`src/rtl/l2_fwd_pkg.sv`:
```
`default_nettype none
// +--------------------------------------------------------------------+
// | Module      : l2_fwd_pkg                                           |
// | Description : Shared constants, FSM state type and mask helpers    |
// |               for the L2 MAC learning / forwarding table.          |
// | Revision    : 1.0  initial release                                 |
// +--------------------------------------------------------------------+
package l2_fwd_pkg;

   localparam int MAC_W     = 48;
   localparam int IG_BIT    = 40;   // individual/group bit of the first octet
   localparam int MAX_PORTS = 16;

   typedef enum logic [1:0] {
      ST_IDLE   = 2'd0,
      ST_SCAN   = 2'd1,
      ST_UPDATE = 2'd2,
      ST_RESP   = 2'd3
   } fwd_state_t;

   // Multicast / broadcast addresses have the I/G bit set.
   function automatic logic is_group(input logic [MAC_W-1:0] mac);
      return mac[IG_BIT];
   endfunction

   // All existing ports except the ingress port; callers truncate to PORT_NUM.
   function automatic logic [MAX_PORTS-1:0] flood_mask(input logic [3:0] src_port,
                                                        input int       port_num);
      logic [MAX_PORTS-1:0] m;
      m = '0;
      for (int i = 0; i < MAX_PORTS; i++) begin
         if ((i < port_num) && (i != int'(src_port))) begin
            m[i] = 1'b1;
         end
      end
      return m;
   endfunction

endpackage
`default_nettype wire

```
`src/rtl/l2_fwd_table_if.sv`:
```
`default_nettype none
// +--------------------------------------------------------------------+
// | Module      : l2_fwd_table_if                                      |
// | Description : Lookup request / forwarding response handshake bus   |
// |               between the header reader and the forwarding table.  |
// | Revision    : 1.0  initial release                                 |
// +--------------------------------------------------------------------+
interface l2_fwd_table_if #(
   parameter int PORT_NUM = 4
);
   import l2_fwd_pkg::*;

   localparam int PW = $clog2(PORT_NUM);

   logic                req_valid;
   logic                req_ready;
   logic [MAC_W-1:0]    req_dst_mac;
   logic [MAC_W-1:0]    req_src_mac;
   logic [PW-1:0]       req_src_port;
   logic                rsp_valid;
   logic                rsp_ready;
   logic [PORT_NUM-1:0] rsp_port_mask;
   logic                rsp_hit;

   // Requester side (header FIFO reader / egress writer)
   modport master (
      output req_valid, req_dst_mac, req_src_mac, req_src_port, rsp_ready,
      input  req_ready, rsp_valid, rsp_port_mask, rsp_hit
   );

   // Table side
   modport slave (
      input  req_valid, req_dst_mac, req_src_mac, req_src_port, rsp_ready,
      output req_ready, rsp_valid, rsp_port_mask, rsp_hit
   );

endinterface
`default_nettype wire

```
`src/rtl/l2_fwd_table.sv`:
```
`default_nettype none
// +--------------------------------------------------------------------+
// | Module      : l2_fwd_table                                         |
// | Description : MAC learning and forwarding table. Sequentially      |
// |               scans all entries per header, learns the source,     |
// |               and returns the egress port mask. Supports aging,    |
// |               flush and group-address flooding.                    |
// | Revision    : 1.0  initial release                                 |
// +--------------------------------------------------------------------+
module l2_fwd_table
   import l2_fwd_pkg::*;
#(
   parameter int PORT_NUM = 4,
   parameter int ADDR_LEN = 3,
   parameter int AGE_W    = 4
) (
   input  wire logic                clk,
   input  wire logic                rst,
   l2_fwd_table_if.slave            bus,
   input  wire logic [PORT_NUM-1:0] mask_port,
   input  wire logic                age_tick,
   input  wire logic                flush,
   output logic      [ADDR_LEN:0]   occupancy
);

   localparam int                DEPTH   = 1 << ADDR_LEN;
   localparam int                PW      = $clog2(PORT_NUM);
   localparam logic [AGE_W-1:0]  AGE_MAX = {AGE_W{1'b1}};
   localparam logic [ADDR_LEN-1:0] LAST_IDX = ADDR_LEN'(DEPTH - 1);

   // Table storage: flat registers so the whole table can age in one cycle
   logic                r_valid [DEPTH];
   logic [MAC_W-1:0]    r_mac   [DEPTH];
   logic [PW-1:0]       r_port  [DEPTH];
   logic [AGE_W-1:0]    r_age   [DEPTH];

   fwd_state_t          r_state;
   logic                r_flush_pend;
   logic                r_age_pend;
   logic [ADDR_LEN-1:0] r_idx;
   logic [ADDR_LEN-1:0] r_victim_ptr;

   // Latched request
   logic [MAC_W-1:0]    r_dst;
   logic [MAC_W-1:0]    r_src;
   logic [PW-1:0]       r_src_port;

   // Scan results
   logic                r_dst_hit;
   logic [PW-1:0]       r_dst_port;
   logic                r_src_hit;
   logic [ADDR_LEN-1:0] r_src_idx;
   logic                r_free_hit;
   logic [ADDR_LEN-1:0] r_free_idx;

   logic                w_dst_group;
   logic                w_src_group;
   logic [PORT_NUM-1:0] w_flood;
   logic [PORT_NUM-1:0] w_onehot;
   logic [PORT_NUM-1:0] w_mask_sel;
   logic [ADDR_LEN-1:0] w_learn_idx;
   logic [ADDR_LEN:0]   w_count;

   assign bus.req_ready = (r_state == ST_IDLE) && !r_flush_pend && !r_age_pend;

   // Forwarding decision and learning target from the completed scan
   always_comb begin
      w_dst_group = is_group(r_dst);
      w_src_group = is_group(r_src);
      w_flood     = PORT_NUM'(flood_mask(4'(r_src_port), PORT_NUM));
      w_onehot    = {{(PORT_NUM-1){1'b0}}, 1'b1} << r_dst_port;
      if (w_dst_group || !r_dst_hit) begin
         w_mask_sel = w_flood;
      end else if (r_dst_port == r_src_port) begin
         w_mask_sel = '0;          // destination is behind the ingress port
      end else begin
         w_mask_sel = w_onehot;
      end
      if (r_src_hit) begin
         w_learn_idx = r_src_idx;
      end else if (r_free_hit) begin
         w_learn_idx = r_free_idx;
      end else begin
         w_learn_idx = r_victim_ptr;
      end
   end

   // Population count of the valid bits
   always_comb begin
      w_count = '0;
      for (int i = 0; i < DEPTH; i++) begin
         w_count = w_count + (ADDR_LEN+1)'(r_valid[i]);
      end
   end

   // Registered occupancy, one cycle behind any table write
   always_ff @(posedge clk) begin
      if (rst) begin
         occupancy <= '0;
      end else begin
         occupancy <= w_count;
      end
   end

   // Main FSM: request scan, learning, response handshake, aging and flush
   always_ff @(posedge clk) begin
      if (rst) begin
         r_state           <= ST_IDLE;
         r_flush_pend      <= 1'b0;
         r_age_pend        <= 1'b0;
         r_idx             <= '0;
         r_victim_ptr      <= '0;
         r_dst             <= '0;
         r_src             <= '0;
         r_src_port        <= '0;
         r_dst_hit         <= 1'b0;
         r_dst_port        <= '0;
         r_src_hit         <= 1'b0;
         r_src_idx         <= '0;
         r_free_hit        <= 1'b0;
         r_free_idx        <= '0;
         bus.rsp_valid     <= 1'b0;
         bus.rsp_port_mask <= '0;
         bus.rsp_hit       <= 1'b0;
         for (int i = 0; i < DEPTH; i++) begin
            r_valid[i] <= 1'b0;
         end
      end else begin
         // Strobes are remembered in any state; applying one clears it below
         if (flush) begin
            r_flush_pend <= 1'b1;
         end
         if (age_tick) begin
            r_age_pend <= 1'b1;
         end

         case (r_state)
            ST_IDLE: begin
               if (r_flush_pend) begin
                  r_flush_pend <= 1'b0;
                  for (int i = 0; i < DEPTH; i++) begin
                     r_valid[i] <= 1'b0;
                  end
               end else if (r_age_pend) begin
                  r_age_pend <= 1'b0;
                  for (int i = 0; i < DEPTH; i++) begin
                     if (r_valid[i]) begin
                        if (r_age[i] == AGE_W'(1)) begin
                           r_valid[i] <= 1'b0;
                        end else if (r_age[i] != '0) begin
                           r_age[i] <= r_age[i] - AGE_W'(1);
                        end
                     end
                  end
               end else if (bus.req_valid) begin
                  r_dst      <= bus.req_dst_mac;
                  r_src      <= bus.req_src_mac;
                  r_src_port <= bus.req_src_port;
                  r_idx      <= '0;
                  r_dst_hit  <= 1'b0;
                  r_src_hit  <= 1'b0;
                  r_free_hit <= 1'b0;
                  r_state    <= ST_SCAN;
               end
            end

            ST_SCAN: begin
               if (r_valid[r_idx]) begin
                  if (!r_dst_hit && (r_mac[r_idx] == r_dst)) begin
                     r_dst_hit  <= 1'b1;
                     r_dst_port <= r_port[r_idx];
                  end
                  if (!r_src_hit && (r_mac[r_idx] == r_src)) begin
                     r_src_hit <= 1'b1;
                     r_src_idx <= r_idx;
                  end
               end else if (!r_free_hit) begin
                  r_free_hit <= 1'b1;
                  r_free_idx <= r_idx;
               end
               if (r_idx == LAST_IDX) begin
                  r_state <= ST_UPDATE;
               end else begin
                  r_idx <= r_idx + ADDR_LEN'(1);
               end
            end

            ST_UPDATE: begin
               // Group sources are never learned
               if (!w_src_group) begin
                  r_valid[w_learn_idx] <= 1'b1;
                  r_mac[w_learn_idx]   <= r_src;
                  r_port[w_learn_idx]  <= r_src_port;
                  r_age[w_learn_idx]   <= AGE_MAX;
                  if (!r_src_hit && !r_free_hit) begin
                     r_victim_ptr <= r_victim_ptr + ADDR_LEN'(1);
                  end
               end
               bus.rsp_port_mask <= w_mask_sel & ~mask_port;
               bus.rsp_hit       <= r_dst_hit && !w_dst_group;
               bus.rsp_valid     <= 1'b1;
               r_state           <= ST_RESP;
            end

            ST_RESP: begin
               if (bus.rsp_ready) begin
                  bus.rsp_valid <= 1'b0;
                  r_state       <= ST_IDLE;
               end
            end

            default: begin
               r_state <= ST_IDLE;
            end
         endcase
      end
   end

endmodule
`default_nettype wire

```
`src/flat_wrapper.sv`:
```
// flat-port wrapper written by rule: the top's interface ports become plain ports
module l2_fwd_table_flat import l2_fwd_pkg::*;
#(
   parameter int PORT_NUM = 4,
   parameter int ADDR_LEN = 3,
   parameter int AGE_W    = 4
)
  (clk, rst, mask_port, age_tick, flush, occupancy, bus_req_valid, bus_req_dst_mac, bus_req_src_mac, bus_req_src_port, bus_rsp_ready, bus_req_ready, bus_rsp_valid, bus_rsp_port_mask, bus_rsp_hit);
  l2_fwd_table_if #(.PORT_NUM(PORT_NUM)) bus_i ();
  input  wire logic clk;
  input  wire logic rst;
  input  wire logic [PORT_NUM-1:0] mask_port;
  input  wire logic age_tick;
  input  wire logic flush;
  output logic      [ADDR_LEN:0] occupancy;
  input wire logic [$bits(bus_i.req_valid)-1:0] bus_req_valid;
  input wire logic [$bits(bus_i.req_dst_mac)-1:0] bus_req_dst_mac;
  input wire logic [$bits(bus_i.req_src_mac)-1:0] bus_req_src_mac;
  input wire logic [$bits(bus_i.req_src_port)-1:0] bus_req_src_port;
  input wire logic [$bits(bus_i.rsp_ready)-1:0] bus_rsp_ready;
  output wire logic [$bits(bus_i.req_ready)-1:0] bus_req_ready;
  output wire logic [$bits(bus_i.rsp_valid)-1:0] bus_rsp_valid;
  output wire logic [$bits(bus_i.rsp_port_mask)-1:0] bus_rsp_port_mask;
  output wire logic [$bits(bus_i.rsp_hit)-1:0] bus_rsp_hit;
  assign bus_i.req_valid = bus_req_valid;
  assign bus_i.req_dst_mac = bus_req_dst_mac;
  assign bus_i.req_src_mac = bus_req_src_mac;
  assign bus_i.req_src_port = bus_req_src_port;
  assign bus_i.rsp_ready = bus_rsp_ready;
  assign bus_req_ready = bus_i.req_ready;
  assign bus_rsp_valid = bus_i.rsp_valid;
  assign bus_rsp_port_mask = bus_i.rsp_port_mask;
  assign bus_rsp_hit = bus_i.rsp_hit;
  l2_fwd_table #(.PORT_NUM(PORT_NUM), .ADDR_LEN(ADDR_LEN), .AGE_W(AGE_W)) u_core (.clk(clk), .rst(rst), .bus(bus_i), .mask_port(mask_port), .age_tick(age_tick), .flush(flush), .occupancy(occupancy));
endmodule
```
`config.mk`:
```
export PLATFORM = sky130hd
export DESIGN_NAME = l2_fwd_table_flat
export DESIGN_NICKNAME = d
export VERILOG_FILES = /design/src/rtl/l2_fwd_pkg.sv /design/src/rtl/l2_fwd_table_if.sv /design/src/rtl/l2_fwd_table.sv /design/src/flat_wrapper.sv
export SDC_FILE = /design/constraint.sdc
export NUM_CORES = 1
export LEC_CHECK = 0
export ABC_CLOCK_PERIOD_IN_PS = 6780
export BUFFER_PORTS_ARGS = -buffer_cell sky130_fd_sc_hd__buf_2
export CAP_MARGIN = 20
export CORE_ASPECT_RATIO = 1.2
export CORE_MARGIN = 2
export CORE_UTILIZATION = 60
export CTS_BUF_LIST = sky130_fd_sc_hd__clkbuf_8
export DETAILED_ROUTE_END_ITERATION = 6
export PLACE_DENSITY = 0.76
export SLEW_MARGIN = 20
export SYNTH_ARGS = -nofsm -noshare
export SYNTH_HDL_FRONTEND = slang
export SYNTH_SLANG_ARGS = --single-unit
```
`constraint.sdc`:
```
create_clock -name clk -period 6.78 [get_ports clk]
set_clock_uncertainty 0.05 [all_clocks]
set_input_delay 0.678 -clock clk [delete_from_list [all_inputs] [get_ports clk]]
set_output_delay 0.678 -clock clk [all_outputs]
set_load 0.005 [all_outputs]
```
* Yosys cells after proc, flatten, opt, wreduce, memory -nomap -nowiden
Memory sizes are Yosys's and may differ from the RTL's. A register that Yosys moved wholly into a read port is not among the register bits.
Index checks and enable logic that the tools add are counted.
** Storage, ports and cells
- Register bits after elaboration :: 127
- Memory bits (writable) :: 440
- Bits of input ports :: 108
- Word-level logic and storage cells :: 323
- Memories kept :: 4
** Cells by class
- Add/subtract/negate cells :: 17
- Equality and inequality tests :: 28
- Shift operators :: 1
- Muxes and demuxes :: 195
- Bitwise logic cells :: 23
- Reduce and logical (&&, ||, !) cells :: 38
** Memories
- u_core.r_mac :: words 8, width 48, rd ports 1, clocked after memory_dff 1, wr ports 1, RTL line l2_fwd_table.sv:33 : logic [MAC_W-1:0] r_mac [DEPTH];
- u_core.r_age :: words 8, width 4, rd ports 8, clocked after memory_dff 0, wr ports 8, RTL line l2_fwd_table.sv:35 : logic [AGE_W-1:0] r_age [DEPTH];
- u_core.r_port :: words 8, width 2, rd ports 1, clocked after memory_dff 1, wr ports 1, RTL line l2_fwd_table.sv:34 : logic [PW-1:0] r_port [DEPTH];
- u_core.r_valid :: words 8, width 1, rd ports 9, clocked after memory_dff 1, wr ports 8, RTL line l2_fwd_table.sv:32 : logic r_valid [DEPTH];
** Operators with widths (count)
- $mux W1 :: 169
- $eq A48 B48 Y1 :: 2
- $mux W3 :: 12
- $eq A4 B1 Y1 const B :: 8
- $reduce_bool A4 Y1 :: 8
- $sub A4 B1 Y4 const B :: 8
- $add A4 B1 Y4 :: 6
- $or A1 B1 Y1 :: 16
- $reduce_and A5 Y1 :: 3
- $mux W4 :: 3
- $ne A2 B2 Y1 const B :: 6
- $reduce_and A3 Y1 :: 4
- $reduce_and A6 Y1 :: 2
- $mux W2 :: 5
- $ne A2 B1 Y1 const B :: 4
- $pmux W1 S2 :: 4
- $pmux W2 S4 :: 1
- $add A3 B1 Y3 const B :: 2
- $logic_and A1 B1 Y1 :: 6
- $logic_not A1 Y1 :: 6
- $pmux W3 S2 :: 1
- $reduce_bool A2 Y1 :: 3
- $not A1 Y1 :: 5
- $and A4 B4 Y4 :: 1
- other kinds (15) :: 17

* Logic depth before layout (Yosys ltp)
An unclocked memory read counts as a cell.
- Depth in word-level cells :: 11
- Mapped depth :: 12
- Gate-level depth less buffers :: 10

* Least setup slack after synthesis
OpenSTA, ideal clock, no wires.
- Path kind :: register to register
- Start :: reg u_core.r_state[0]
- End :: mem u_core.r_mac[2][0], enable pin
- Library setup time :: 404 ps
- Arrival time :: 2857 ps
- Data required time :: 6326 ps
- Setup slack :: 3468 ps
- Cell stages (with the launch flop) :: 8
- Path buffers :: 1
- Clock period less this slack :: 3312 ps
- Path through :: dfxtp_1 inv_1 ha_1 clkbuf_1 or3b_2 a211oi_1 nand2_1 inv_1
** On the way
- Longest elaborated chain between the ends :: 4
** Ends and longest elaborated chain
- start: declaration :: RTL line l2_fwd_table.sv:37 : fwd_state_t r_state;
- start signal: assignment :: RTL line l2_fwd_table.sv:108 : r_state <= ST_IDLE;
- start signal: assignment :: RTL line l2_fwd_table.sv:163 : r_state <= ST_SCAN;
- start signal: assignment :: RTL line l2_fwd_table.sv:182 : r_state <= ST_UPDATE;
- $eq A2 B2 Y1 :: RTL line l2_fwd_table.sv:137 : case (r_state)
- $mux W1 :: RTL line l2_fwd_table.sv:137
- $mux W1 :: RTL line l2_fwd_table.sv:107 : if (rst) begin
- $mux W1 (not written as such) :: RTL line l2_fwd_table.sv:192 : r_mac[w_learn_idx] <= r_src;
- end: declaration :: RTL line l2_fwd_table.sv:33
No other way between the ends.

==> flow_summary.toml <==
[clock_network]
htreeDepth = 3
cts.clk_slew.worst_paths_ps = 60
numCtsBuffers = 86
cts_resized = 0
cts_setup_buffers = 0
cts-root-buf = "clkbuf_8"
cts_buffer_depth = 3
cts-hold-fix-buffers = 0
cts_sinks = 572
cts_tree = "yes"
clkLatencyLatePin_ps = 650

[pwr]
finalPower_mw = 8.05
vdd_ir_drop_max_mv = 0.337
p_seq_share_pct = 52.6
power_density_nw_per_um2 = 310
p_switching_mw = 2.31
combPwrFrac_pct = 15.0
p_sw_share_pct = 28.7
p_leak_nw = 9.06
power.share.clock_pct = 32.4
p_int_mw = 5.74

[timing]
final.min_clock_period_ps = 4090
finalCritPeriodShare_pct = 60.3
setup_tns_ps = 0
fmax_mhz = 244
hold_viol_final = 0
slew-limit-headroom_pct = 28.6
maxSlewViolCount = 0
worst_slew_pin_slew_ps = 1070
whs_ps = 180
setup_viol = 0
grt_setup_unrepaired = "false"

[floorplan]
die_w_um = 184
dieArea_sq_um = 40600
core_region_area_sq_um = 38600
dieHeight_um = 220
rows = 79
io_pins = 119
start_util_pct = 60.5

[yosys]
synth_top_area_cell = "edfxtp_1"
syn-mean-instance-area_sq_um = 13.8
yosys_register_bits = 572
synth_top_area_share_pct = 51.4
yosys_warnings = 0
yosys-top-cells-area = "edfxtp_1 (51%), dfxtp_1 (15%), mux4_2 (5.9%)"
syn-num-nets = 1831
ys.flop_type = "edfxtp_1"
ys_seq_area_share_pct = 66.1
synth.distinct_cells = 60
netlist_area_sq_um = 23400
ys_async_sr_fraction_pct = 0
syn_inst = 1691
synth_edf_count = 400

[global_route]
grt_pass1_wl_um = 82000
grt-ovfl-total = 0
grt_pass1_vias = 14400
grt_max_degree = 99
antenna_found_initial = 0
grt_use_total_pct = 27.4

[drt]
drt_iter0_drc = 1249
post_drt_wl_per_cell_um = 22.4
vias_per_cell = 5.93
drt_pass1_iterations = 5
vias = 14500
drt-total-wl_um = 54500
ant_nets = 0
drc = 0

[finish]
nets = 1979
drive_above_1_share_pct = 18.8
final_common_cell = "edfxtp_1"
area_growth_pct = 11.2
nFillCells = 2720
regArea_sq_um = 15500
layout_common_cells = "edfxtp_1 (400), nand2_1 (268), dfxtp_1 (169)"
num_antenna_cells = 0
multiInputGateArea_sq_um = 7370

[worst_setup_path]
start_kind = "register"
setup.worst_path.class = "reg -> reg"
crit_chain = "buf_4 -> mux4_2 -> mux2i_1 -> xor2_1 -> nand4_1 -> nor4_2 -> nand3_1 -> nor3_1 -> a211oi_1"
worstPathMaxFanout = 62
cp_slowest_cell = "dfxtp_4"
slowest_delay_ps = 950
cp-end-kind = "register"
r2r_cells = 9
arrival_ps = 4520
required_ps = 7210

[flow_run]
maxCapViolations = 0

[place]
portBuffers = 118
hpwlAfterDp_um = 34000
gp_routability_congestion = 0.842

[run_status]
status = "finished, final reports clean"

[min_path]
worstHoldStart = "flush"
hold_class = "in -> reg"
min_path_cells = 2
==> synthesized netlist by cell type (5+ instances only) <==
cell and instances:
edfxtp_1 400, nand2_1 269, dfxtp_1 172, a21oi_1 120
mux2i_1 98, mux4_2 61, nor2_1 55, inv_1 51
xnor2_1 51, xor2_1 48, clkbuf_1 44, nand3_1 32
ha_1 28, a22oi_1 26, mux2_2 23, o21ai_0 21
nor3_1 15, nand4_1 14, nor4_1 14, o22ai_1 12
buf_2 10, buf_4 10, o211ai_1 10, nor2b_1 8
and3_1 7, nand2b_1 7, o21a_1 7, a211oi_1 6
a22o_1 6, buf_6 6, or3_1 5
==> power by group through the flow <==
stage / clock [mW] / combinational [mW] / sequential (mW)
after global placement: 0 / 1.16 / 4.29
after detailed placement: 0 / 1.19 / 4.31
after floorplan: 0 / 0.897 / 4.17
after global routing: 2.81 / 1.31 / 4.26
final: 2.61 / 1.20 / 4.24
after CTS: 2.65 / 1.20 / 4.24
==> final timing paths <==
| check | end | slack [ps] |
|---|---|---|
| hold reg to reg | u_core.r_dst_hit$_SDFFE_PP0P_ | 420 |
| setup / recovery | u_core.r_dst_port[1]$_SDFFE_PP0P_ | 2690 |
| setup reg to reg | u_core.r_dst_port[1]$_SDFFE_PP0P_ | 2690 |
| hold / removal | u_core.r_flush_pend$_SDFF_PP0_ | 180 |
==> state kept, by name (all words and copies together), names as in the netlist, 4 cells and up, named ones only <==
register / cells
u_core.r_dst: 48
u_core.r_src: 48
u_core.r_age: 32
u_core.bus.rsp_port_mask: 4
u_core.occupancy: 4
u_core.r_mac: 384
u_core.r_port: 16
u_core.r_valid: 8
==> routing by layer <==
layer / vias to the layer above / track usage (%) / share of wire (%)
li1: 6524 / - / -
met1: 7182 / 35.9 / 40
met2: 635 / 44.9 / 49
met3: 120 / 5.33 / 7.9
met4: 0 / 12.4 / 3.6
met5: - / 0 / 0
==> worst max-delay path, delay by kind of cell, from the launching register on <==
| family | cells | cell delay, ps |
|---|---|---|
| flops | 1 | 950 |
| xor+xnor | 1 | 210 |
| simple gates | 4 | 1090 |
| mux | 2 | 700 |
| compound gates | 1 | 110 |
| buf+inv | 1 | 680 |
==> final cells by class <==
type / count / area share, %
Inverter: 51 / 0.765
Multi-Input combinational cell: 994 / 28.3
Tap cell: 526 / 2.53
Clock inverter: 65 / 1.07
Clock buffer: 96 / 5.08
Sequential cell: 572 / 59.5
Timing Repair Buffer: 134 / 2.76
==> cell families after synthesis <==
logic type / count (synthesis) / share of synthesized area, %
compound gates: 224 / 5.72
xor+xnor: 99 / 3.71
fa+ha+maj: 32 / 1.84
buf+inv: 125 / 2.46
flops: 572 / 66.1
mux: 185 / 11.4
simple gates: 454 / 8.76
==> through the flow <==
step	setup WS [ps]	area (sq um)	std cells	utilization [%]
2_1_floorplan	3470	23400	1691	-
3_3_place_gp	2800	24400	2277	63.1
3_5_place_dp	2720	24400	2277	63.1
4_1_cts	2690	26000	2438	67.3
5_1_grt	2430	26000	2438	67.3
6_report	2690	26000	2438	67.3
No activity file was read; power rests on OpenSTA's default activity.
